### config.mk
export PLATFORM = sky130hd
export DESIGN_NAME = alu_issue_ctrl
export DESIGN_NICKNAME = d
export VERILOG_FILES = /design/src/rtl/alu_issue_ctrl.sv
export SDC_FILE = /design/constraint.sdc
export NUM_CORES = 1
export LEC_CHECK = 0
export CAP_MARGIN = 20
export CORE_UTILIZATION = 57
export CTS_CLUSTER_SIZE = 8
export DETAILED_ROUTE_END_ITERATION = 10
export GPL_ROUTABILITY_DRIVEN = 0
export PLACE_DENSITY = 0.77
export SLEW_MARGIN = 40
export SYNTH_ARGS = -nofsm -noshare
export SYNTH_HDL_FRONTEND = slang
export SYNTH_SLANG_ARGS = --single-unit
export TNS_END_PERCENT = 30
### constraint.sdc
create_clock -name clk -period 3.1 [get_ports clk]
set_input_delay 0.62 -clock clk [delete_from_list [all_inputs] [get_ports clk]]
set_output_delay 0.62 -clock clk [all_outputs]
set_load 0.01 [all_outputs]
### src/rtl/alu_issue_ctrl.sv
// Issue controller for the ALU operand/function interface.
// Takes one instruction per handshake, reads operands from an internal
// register file, holds them for the ALU's registered latency, then writes
// the result back and reports result and flag.
module alu_issue_ctrl #(
    parameter int NUM_REGS = 16,
    parameter int IMM_W    = 16
) (
    input  logic        clk,
    input  logic        reset,
    input  logic        instr_valid,
    output logic        instr_ready,
    input  logic [31:0] instr,
    output logic [31:0] alu_inp1,
    output logic [31:0] alu_inp2,
    output logic [3:0]  alu_func,
    input  logic [31:0] alu_out,
    input  logic [1:0]  alu_flag,
    output logic [31:0] result,
    output logic [1:0]  flag_out,
    output logic        done,
    output logic        illegal,
    input  logic [3:0]  dbg_raddr,
    output logic [31:0] dbg_rdata
);

    // state   | meaning
    // IDLE    | ready for an instruction
    // ISSUE   | operands/func presented, ALU samples them at the next edge
    // CAPTURE | alu_out valid, write back and load result at the next edge
    // FLAG    | alu_flag valid, load flag_out and pulse done at the next edge
    typedef enum logic [1:0] {IDLE, ISSUE, CAPTURE, FLAG} state_t;

    localparam logic [3:0] OP_NOP   = 4'h0;
    localparam logic [3:0] OP_RLAST = 4'h9;
    localparam logic [3:0] OP_ADDI  = 4'hA;
    localparam logic [3:0] OP_LI    = 4'hB;
    localparam logic [3:0] FUNC_ADD = 4'h1;

    state_t      state_q, state_d;
    logic [31:0] regs_q [NUM_REGS];
    logic [3:0]  rd_q;
    logic        wb_q;

    logic [3:0]  op, rd, rs, rt;
    logic [31:0] imm_sext, rs_val, rt_val;
    logic [3:0]  dec_func;
    logic [31:0] dec_inp1, dec_inp2;
    logic        dec_legal, dec_wb;
    logic        ops_load, res_load, flag_load, illegal_d;

    assign op       = instr[31:28];
    assign rd       = instr[27:24];
    assign rs       = instr[23:20];
    assign rt       = instr[19:16];
    assign imm_sext = {{(32-IMM_W){instr[IMM_W-1]}}, instr[IMM_W-1:0]};

    // r0 is hard-wired to zero on every read port
    assign rs_val    = (rs == 4'd0) ? 32'd0 : regs_q[rs];
    assign rt_val    = (rt == 4'd0) ? 32'd0 : regs_q[rt];
    assign dbg_rdata = (dbg_raddr == 4'd0) ? 32'd0 : regs_q[dbg_raddr];

    assign instr_ready = (state_q == IDLE);

    // Opcode decode into function code, operand selection and writeback enable
    always_comb begin
        dec_func  = 4'h0;
        dec_inp1  = 32'd0;
        dec_inp2  = 32'd0;
        dec_legal = 1'b1;
        dec_wb    = 1'b0;
        if (op == OP_NOP) begin
            dec_wb = 1'b0;
        end else if (op <= OP_RLAST) begin
            dec_func = op;
            dec_inp1 = rs_val;
            dec_inp2 = rt_val;
            dec_wb   = 1'b1;
        end else if (op == OP_ADDI) begin
            dec_func = FUNC_ADD;
            dec_inp1 = rs_val;
            dec_inp2 = imm_sext;
            dec_wb   = 1'b1;
        end else if (op == OP_LI) begin
            dec_func = FUNC_ADD;
            dec_inp2 = imm_sext;
            dec_wb   = 1'b1;
        end else begin
            dec_legal = 1'b0;
        end
    end

    // State register
    always_ff @(posedge clk or negedge reset) begin
        if (!reset) state_q <= IDLE;
        else        state_q <= state_d;
    end

    // Next-state logic and per-edge datapath strobes
    always_comb begin
        state_d   = state_q;
        ops_load  = 1'b0;
        res_load  = 1'b0;
        flag_load = 1'b0;
        illegal_d = 1'b0;
        unique case (state_q)
            IDLE: begin
                if (instr_valid) begin
                    if (dec_legal) begin
                        ops_load = 1'b1;
                        state_d  = ISSUE;
                    end else begin
                        illegal_d = 1'b1;
                    end
                end
            end
            ISSUE:   state_d = CAPTURE;
            CAPTURE: begin
                res_load = 1'b1;
                state_d  = FLAG;
            end
            FLAG: begin
                flag_load = 1'b1;
                state_d   = IDLE;
            end
            default: state_d = IDLE;
        endcase
    end

    // Operand/func latch, writeback, result/flag capture and status pulses
    always_ff @(posedge clk or negedge reset) begin
        if (!reset) begin
            alu_inp1 <= 32'd0;
            alu_inp2 <= 32'd0;
            alu_func <= 4'h0;
            result   <= 32'd0;
            flag_out <= 2'b00;
            done     <= 1'b0;
            illegal  <= 1'b0;
            rd_q     <= 4'd0;
            wb_q     <= 1'b0;
            for (int i = 0; i < NUM_REGS; i++) regs_q[i] <= 32'd0;
        end else begin
            done    <= flag_load;
            illegal <= illegal_d;
            if (ops_load) begin
                alu_func <= dec_func;
                alu_inp1 <= dec_inp1;
                alu_inp2 <= dec_inp2;
                rd_q     <= rd;
                wb_q     <= dec_wb && (rd != 4'd0);
            end
            if (res_load) begin
                result <= alu_out;
                if (wb_q) regs_q[rd_q] <= alu_out;
            end
            if (flag_load) begin
                flag_out <= alu_flag;
                alu_func <= 4'h0;
            end
        end
    end

endmodule

==> metrics.txt, run 1 <==
number of library cell types mapped by synthesis=44; final clock period utilization by the worst path=0.9920; Congestion Overflow GR=0; count of synthesis-stage warnings from yosys=0; count of flip-flops with a built-in enable after synthesis=0; required time reported for the critical path endpoint=2480 ps; via count of the first global-routing pass=25939; FF+latch count, synth=623; maximum fanout along the worst path=15; total buffers and inverters traversed by the critical path=4; worst setup slack after placement=-46.52 ps; final design utilization=0.6874; cell at the root of the clock tree=clkbuf_16; minimum clock period=3075 ps; Total Routed Length=107.8 mm; area of the core=60580 um2; GRT Util Overall=0.3501; Layout Skew=26.29 ps; Synth Instances=2359; synth-to-layout area growth=18.52%; biggest cell delay along the critical path=490 ps; quantity of I/O buffers inserted on ports=209; Worst IR Drop VDD=0.0005203 V; Critical Path End Type=output pin; outcome=finished clean; die footprint=62640 um2; worst setup path category=in -> out; First DRT Iteration DRCs=2519; cell with the most instances after synthesis=dfrtp_1; Power per Cell Area=889.9 nW/um2; Fill cells=4013; y dimension of the die=250.3 um; Critical-path top delay cell=clkdlybuf4s50_1; maxcap violations=0; fraction of synthesized cell area taken by the top area cell type=0.4437; remaining routing DRC violations=0; H-tree levels=3; cell chain of the critical path=buf_6, buf_12, buf_4, mux4_2, nand2b_1, a21oi_1, a21oi_1, clkdlybuf4s50_1; clock-pin slew on the worst setup and hold paths=60 ps; Num CTS Buffers=87; DR pass1 iterations=7; number of nets at the end of the flow=2667; Commonest cells post-synth=dfrtp_1 (623), mux2_2 (564), mux4_2 (324), mux2i_1 (201), buf_2 (104); fraction of the yosys area taken by sequential cells=0.4437; HPWL Detailed=63.91 mm; Routed Antenna Nets=0; unrepaired setup endpoints after global routing=no; cell taking the most area after synthesis=dfrtp_1; Pins Over Slew Limit=0; first-pass GRT wire length=163.7 mm; Highest Clock Rate=325.2 MHz; number of core rows=90; Synth Flop Type=dfrtp_1; DR vias=24786; smallest setup slack after layout=24.87 ps; maximum clock insertion buffer count=3; main area contributors after synthesis=dfrtp_1 (44%), mux4_2 (21%), mux2_2 (18%); post-synth design cell area=35140 um2; Die W=250.3 um; Post-Syn Nets=2435; FFs w/ async S/R, synth=1.000; Pleak=18.08 nW; Worst slew margin=0.4305; final setup violation count=0; average via count per standard cell=7.333; arrival time of the worst setup path=2460 ps; syn_area_per_cell=14.90 um2; CTS tree=yes; delay-heaviest family, CP=buffers and inverters; Worst Setup Start Kind=input port; I/O Pins=210; number of hold violations in the final report=0; most frequent cell on the critical path=a21oi_1; class of the tightest hold or removal check=in -> async; largest net degree at the start of global routing=117; CTS sink count=623; Initial Utilization=0.5800; insertion delay to the later sink of the worst-skew pair=630 ps; ratio of cells with drive above 1 in the final layout=0.4619; worst-margin pin slew=854.2 ps; Wirelength per Cell=31.89 um; number of antenna violations at the first check in global routing=5
==> cells by family (layout without fill, tap and decap cells) <==
family                   count (synthesis)  in the layout  share of synthesized area
AND/OR/NAND/NOR                        150            150                    0.02322
adder cells (fa/ha/maj)                  3              3                   0.001068
flip-flops                             623            623                     0.4437
AO/OA/AOI/OAI                          234            234                    0.04793
buffers and inverters                  244            481                    0.03329
other                                    0              2                          0
multiplexers                          1105           1105                     0.4508
==> layer usage <==
layer / vias up / wire length (um) / global-route usage / share of wire
met5: - / 20 / 0 / 0.00019
met4: 4 / 5373 / 0.1763 / 0.050
met3: 362 / 11240 / 0.09072 / 0.10
met2: 1647 / 49610 / 0.5314 / 0.46
met1: 13050 / 41550 / 0.4705 / 0.39
li1: 9723 / - / - / -
==> metrics by stage <==
stage	TNS (ps)	area [um2]	power (mW)	cells	hold WS [ps]
floorplan	0	35140	23.31	2359	324.4
detailed placement	-198.5	39270	28.33	3277	481.5
global placement	-34.03	39270	27.59	3277	482.6
global route	0	41640	38.63	3379	514.9
CTS	0	41570	36.96	3373	496.0
finish	0	41640	37.06	3380	492.0
==> power by group <==
part / internal, mW / leakage [nW] / switching, mW / total [mW]
logic: 8.31 / 8.89 / 4.70 / 13.0
clock network: 5.06 / 1.13 / 3.40 / 8.46
registers: 11.8 / 8.07 / 3.79 / 15.6
==> timing repair <==
item / in CTS / in global routing
endpoints found under the setup margin: 18 / 14
hold endpoints to repair: 34 / 0
hold buffers: 1 / 0
buffers inserted: 1 / 5
gates resized for setup: 20 / 14
==> final timing paths <==
path | start | to | slack (ps) | depth (start not counted)
min reg2reg | alu_inp1[19]$_DFFE_PN0P_ | alu_inp1[19]$_DFFE_PN0P_ | 500 | 2
max | dbg_raddr[0] | dbg_rdata[26] | 20 | 8
min | reset | result[27]$_DFFE_PN0P_ | 490 | 2
max in group asynchronous | reset | regs_q[135]$_DFFE_PN0P_ | 1630 | 3
min in group clk | alu_inp1[19]$_DFFE_PN0P_ | alu_inp1[19]$_DFFE_PN0P_ | 500 | 2
max reg2reg | state_q[0]$_DFFE_PN0P_ | regs_q[459]$_DFFE_PN0P_ | 460 | 6
==> layout by cell type (no fill, tap or decap), drive strengths merged, types with 19 or more instances in the layout <==
cell and count:
a221o 32, nor2 19, dfrtp 623, clkbuf 91, o221ai 49, clkdlybuf4s50 166, nand2 56, a22oi 42
a21oi 87, mux2i 201, nand2b 34, mux4 324, buf 188, mux2 580
==> registers in the layout (all words and copies together) (netlist names) <==
name,flops
regs_q,512
result,32
wb_q,1
illegal,1
rd_q,4
alu_inp1,32
alu_func,4
flag_out,2
alu_inp2,32
state_q,2
done,1
==> cell type report <==
class	instances	area [um2]	share of cell area
multi-input cells	1492	18520	0.4446
flip-flops and latches	623	15590	0.3744
repair buffers	383	4249	0.1020
clock buffers	91	2256	0.05417
well taps	782	978.4	0.02350
clock inverters	3	33.78	0.0008112
inverters	4	15.01	0.0003605
diodes	2	5.005	0.0001202
Power figures use the tool's default switching activity.
==> run 2, diff against run 1 <==
Settings changed: TNS_END_PERCENT 30 to default.
==> run 2 against run 1 <==
Compared with the run above:
- count of clock-buffer cells in the layout unchanged
- worst setup slack improved by 75 ps
- via count decreased by 0.18%
- clock power about the same
- flip-flop and latch count unchanged
- combinational power about the same
- critical path type is now reg -> out
- highest routed layer unchanged
==> metrics.txt, run 2 (synthesis results as in run 1) <==
smallest setup slack after layout=99.89 ps (+75.03 ps); number of core rows=90 (unchanged); Pleak=18.11 nW (+0.14%); number of antenna violations at the first check in global routing=5 (unchanged); Power per Cell Area=890.2 nW/um2 (about the same); number of flip-flops in the largest register=512 (unchanged); CTS tree=yes; Reg2Reg Launch Point=state_q[0]$_DFFE_PN0P_; average via count per standard cell=7.326 (about the same); minimum clock period=3000 ps (-75.03 ps); class of the tightest hold or removal check=in -> async; Fill cells=4001 (-0.30%); Reg-to-Reg End=regs_q[459]$_DFFE_PN0P_; Congestion Overflow GR=0 (unchanged); synth-to-layout area growth=18.61% (about the same); remaining routing DRC violations=0 (unchanged); DR vias=24741 (-0.18%); Layout Skew=21.15 ps (-5.142 ps); arrival time of the worst setup path=2380 ps (-80 ps); final clock period utilization by the worst path=0.9678 (-0.02420); Critical Path End Type=output pin; clock-pin slew on the worst setup and hold paths=50 ps (about the same); Highest Clock Rate=333.3 MHz (+2.5%); H-tree levels=3 (unchanged); number of hold violations in the final report=0 (unchanged); First DRT Iteration DRCs=2533 (+0.56%); Pins Over Slew Limit=0 (unchanged); Reg2Reg Depth=6 (unchanged); worst reg-to-reg setup slack=470 ps (about the same); ratio of cells with drive above 1 in the final layout=0.4607 (-0.001186); maximum fanout along the worst path=4 (-11); Worst Setup Start Kind=flip-flop; Worst IR Drop VDD=0.0005197 V (-0.12%); insertion delay to the later sink of the worst-skew pair=630 ps (about the same); Critical-path top delay cell=mux4_2; required time reported for the critical path endpoint=2480 ps (about the same); die footprint=62640 um2 (unchanged); worst setup slack after placement=-46.52 ps (unchanged); Die W=250.3 um (unchanged); delay-heaviest family, CP=multiplexers; worst-margin pin slew=867.1 ps (+12.86 ps); final setup violation count=0 (unchanged); area of the core=60580 um2 (unchanged); via count of the first global-routing pass=25994 (+0.21%); GRT Util Overall=0.3515 (+0.001349); Num CTS Buffers=87 (unchanged); outcome=finished clean; Worst slew margin=0.4220 (-0.008573); number of nets at the end of the flow=2665 (-0.075%); most frequent cell on the critical path=a21oi_1; Tot Pwr=37.10 mW (+0.11%); y dimension of the die=250.3 um (unchanged); first-pass GRT wire length=164.3 mm (+0.37%); CTS sink count=623 (unchanged); unrepaired setup endpoints after global routing=no; most common cell after layout, fill and taps aside=dfrtp_1; worst setup path category=reg -> out; I/O Pins=210 (unchanged); biggest cell delay along the critical path=490 ps (about the same); Total Routed Length=108.4 mm (+0.53%); maxcap violations=0 (unchanged); DR pass1 iterations=5 (-2); cell at the root of the clock tree=clkbuf_16; quantity of I/O buffers inserted on ports=209 (unchanged); cell chain of the critical path=mux4_2, nand2b_1, a21oi_1, a21oi_1, buf_4, dlygate4sd2_1; register with the most flip-flops=regs_q; most frequent cells in the layout=dfrtp_1 (623), mux2_2 (564), mux4_2 (324); largest net degree at the start of global routing=117 (unchanged); HPWL Detailed=63.91 mm (unchanged); Routed Antenna Nets=0 (unchanged); maximum clock insertion buffer count=3 (unchanged); total buffers and inverters traversed by the critical path=2 (-2); Initial Utilization=0.5800 (unchanged); Wirelength per Cell=32.09 um (+0.62%)
run 2: report_power, final:
group	switching [mW]	internal [mW]	leakage [nW]
clock	3.41	5.06	1.13
combinational	4.71	8.31	8.92
sequential	3.81	11.8	8.07
total	11.9	25.2	18.1
run 2: per-layer routing:
layer	global-route usage	vias to the layer above	routed length [um]
li1	-	9714	-
met3	0.09197	361	11240
met5	0	-	20
met2	0.5343	1622	50250
met4	0.1772	4	5197
met1	0.4708	13040	41650
run 2: worst reg2reg max path: cells and delay by family (launching register included):
kind / cells / cell delay, ps
mux: 1 / 490
fa+ha+maj: 1 / 250
simple gates: 2 / 920
flops: 1 / 390
buf+inv: 2 / 460
run 2: timing repair:
item,in CTS,in global routing
setup endpoints to repair,18,16
pin swaps,0,0
setup buffers,2,0
hold endpoints to repair,34,0
hold buffers,1,0
resized for setup,20,16
gates cloned,2,0
run 2: final cells by class:
class	instances	area, um2	share of cell area
clock buffers	91	2256	0.05413
inverters	4	15.01	0.0003603
diodes	1	2.502	0.00006005
well taps	782	978.4	0.02348
flip-flops and latches	623	15590	0.3741
multi-input cells	1492	18510	0.4442
clock inverters	3	33.78	0.0008106
repair buffers	381	4287	0.1029
run 2: through the flow:
step	area, um2	util	std cells	TNS [ps]	hold slack [ps]
detailed placement	39270	0.6482	3277	-198.5	481.5
floorplan	35140	-	2359	0	324.4
CTS	41640	0.6873	3376	0	496.0
global route	41680	0.6879	3377	0	515.1
global placement	39270	0.6482	3277	-34.03	482.6
finish	41680	0.6879	3377	0	492.9
run 2: worst max-delay path by stage:
stage                       startpoint            end  slack [ps]  cells after the start
6_report       regs_q[287]$_DFFE_PN0P_  dbg_rdata[31]         100                      6
5_1_grt        regs_q[287]$_DFFE_PN0P_  dbg_rdata[31]           7                      6
2_1_floorplan             dbg_raddr[0]  dbg_rdata[10]         510                      6
3_5_place_dp              dbg_raddr[0]  dbg_rdata[31]         -50                      8
3_3_place_gp              dbg_raddr[0]   dbg_rdata[7]         -20                      8
4_1_cts                   dbg_raddr[0]   dbg_rdata[7]           1                      8
==> run 3, diff against run 2 <==
Settings changed: ABC_AREA from default to 0, SLEW_MARGIN 40 to 20.
==> results of run 3 <==
No change in the layout: final DEF, timing and power equal those of run 2.
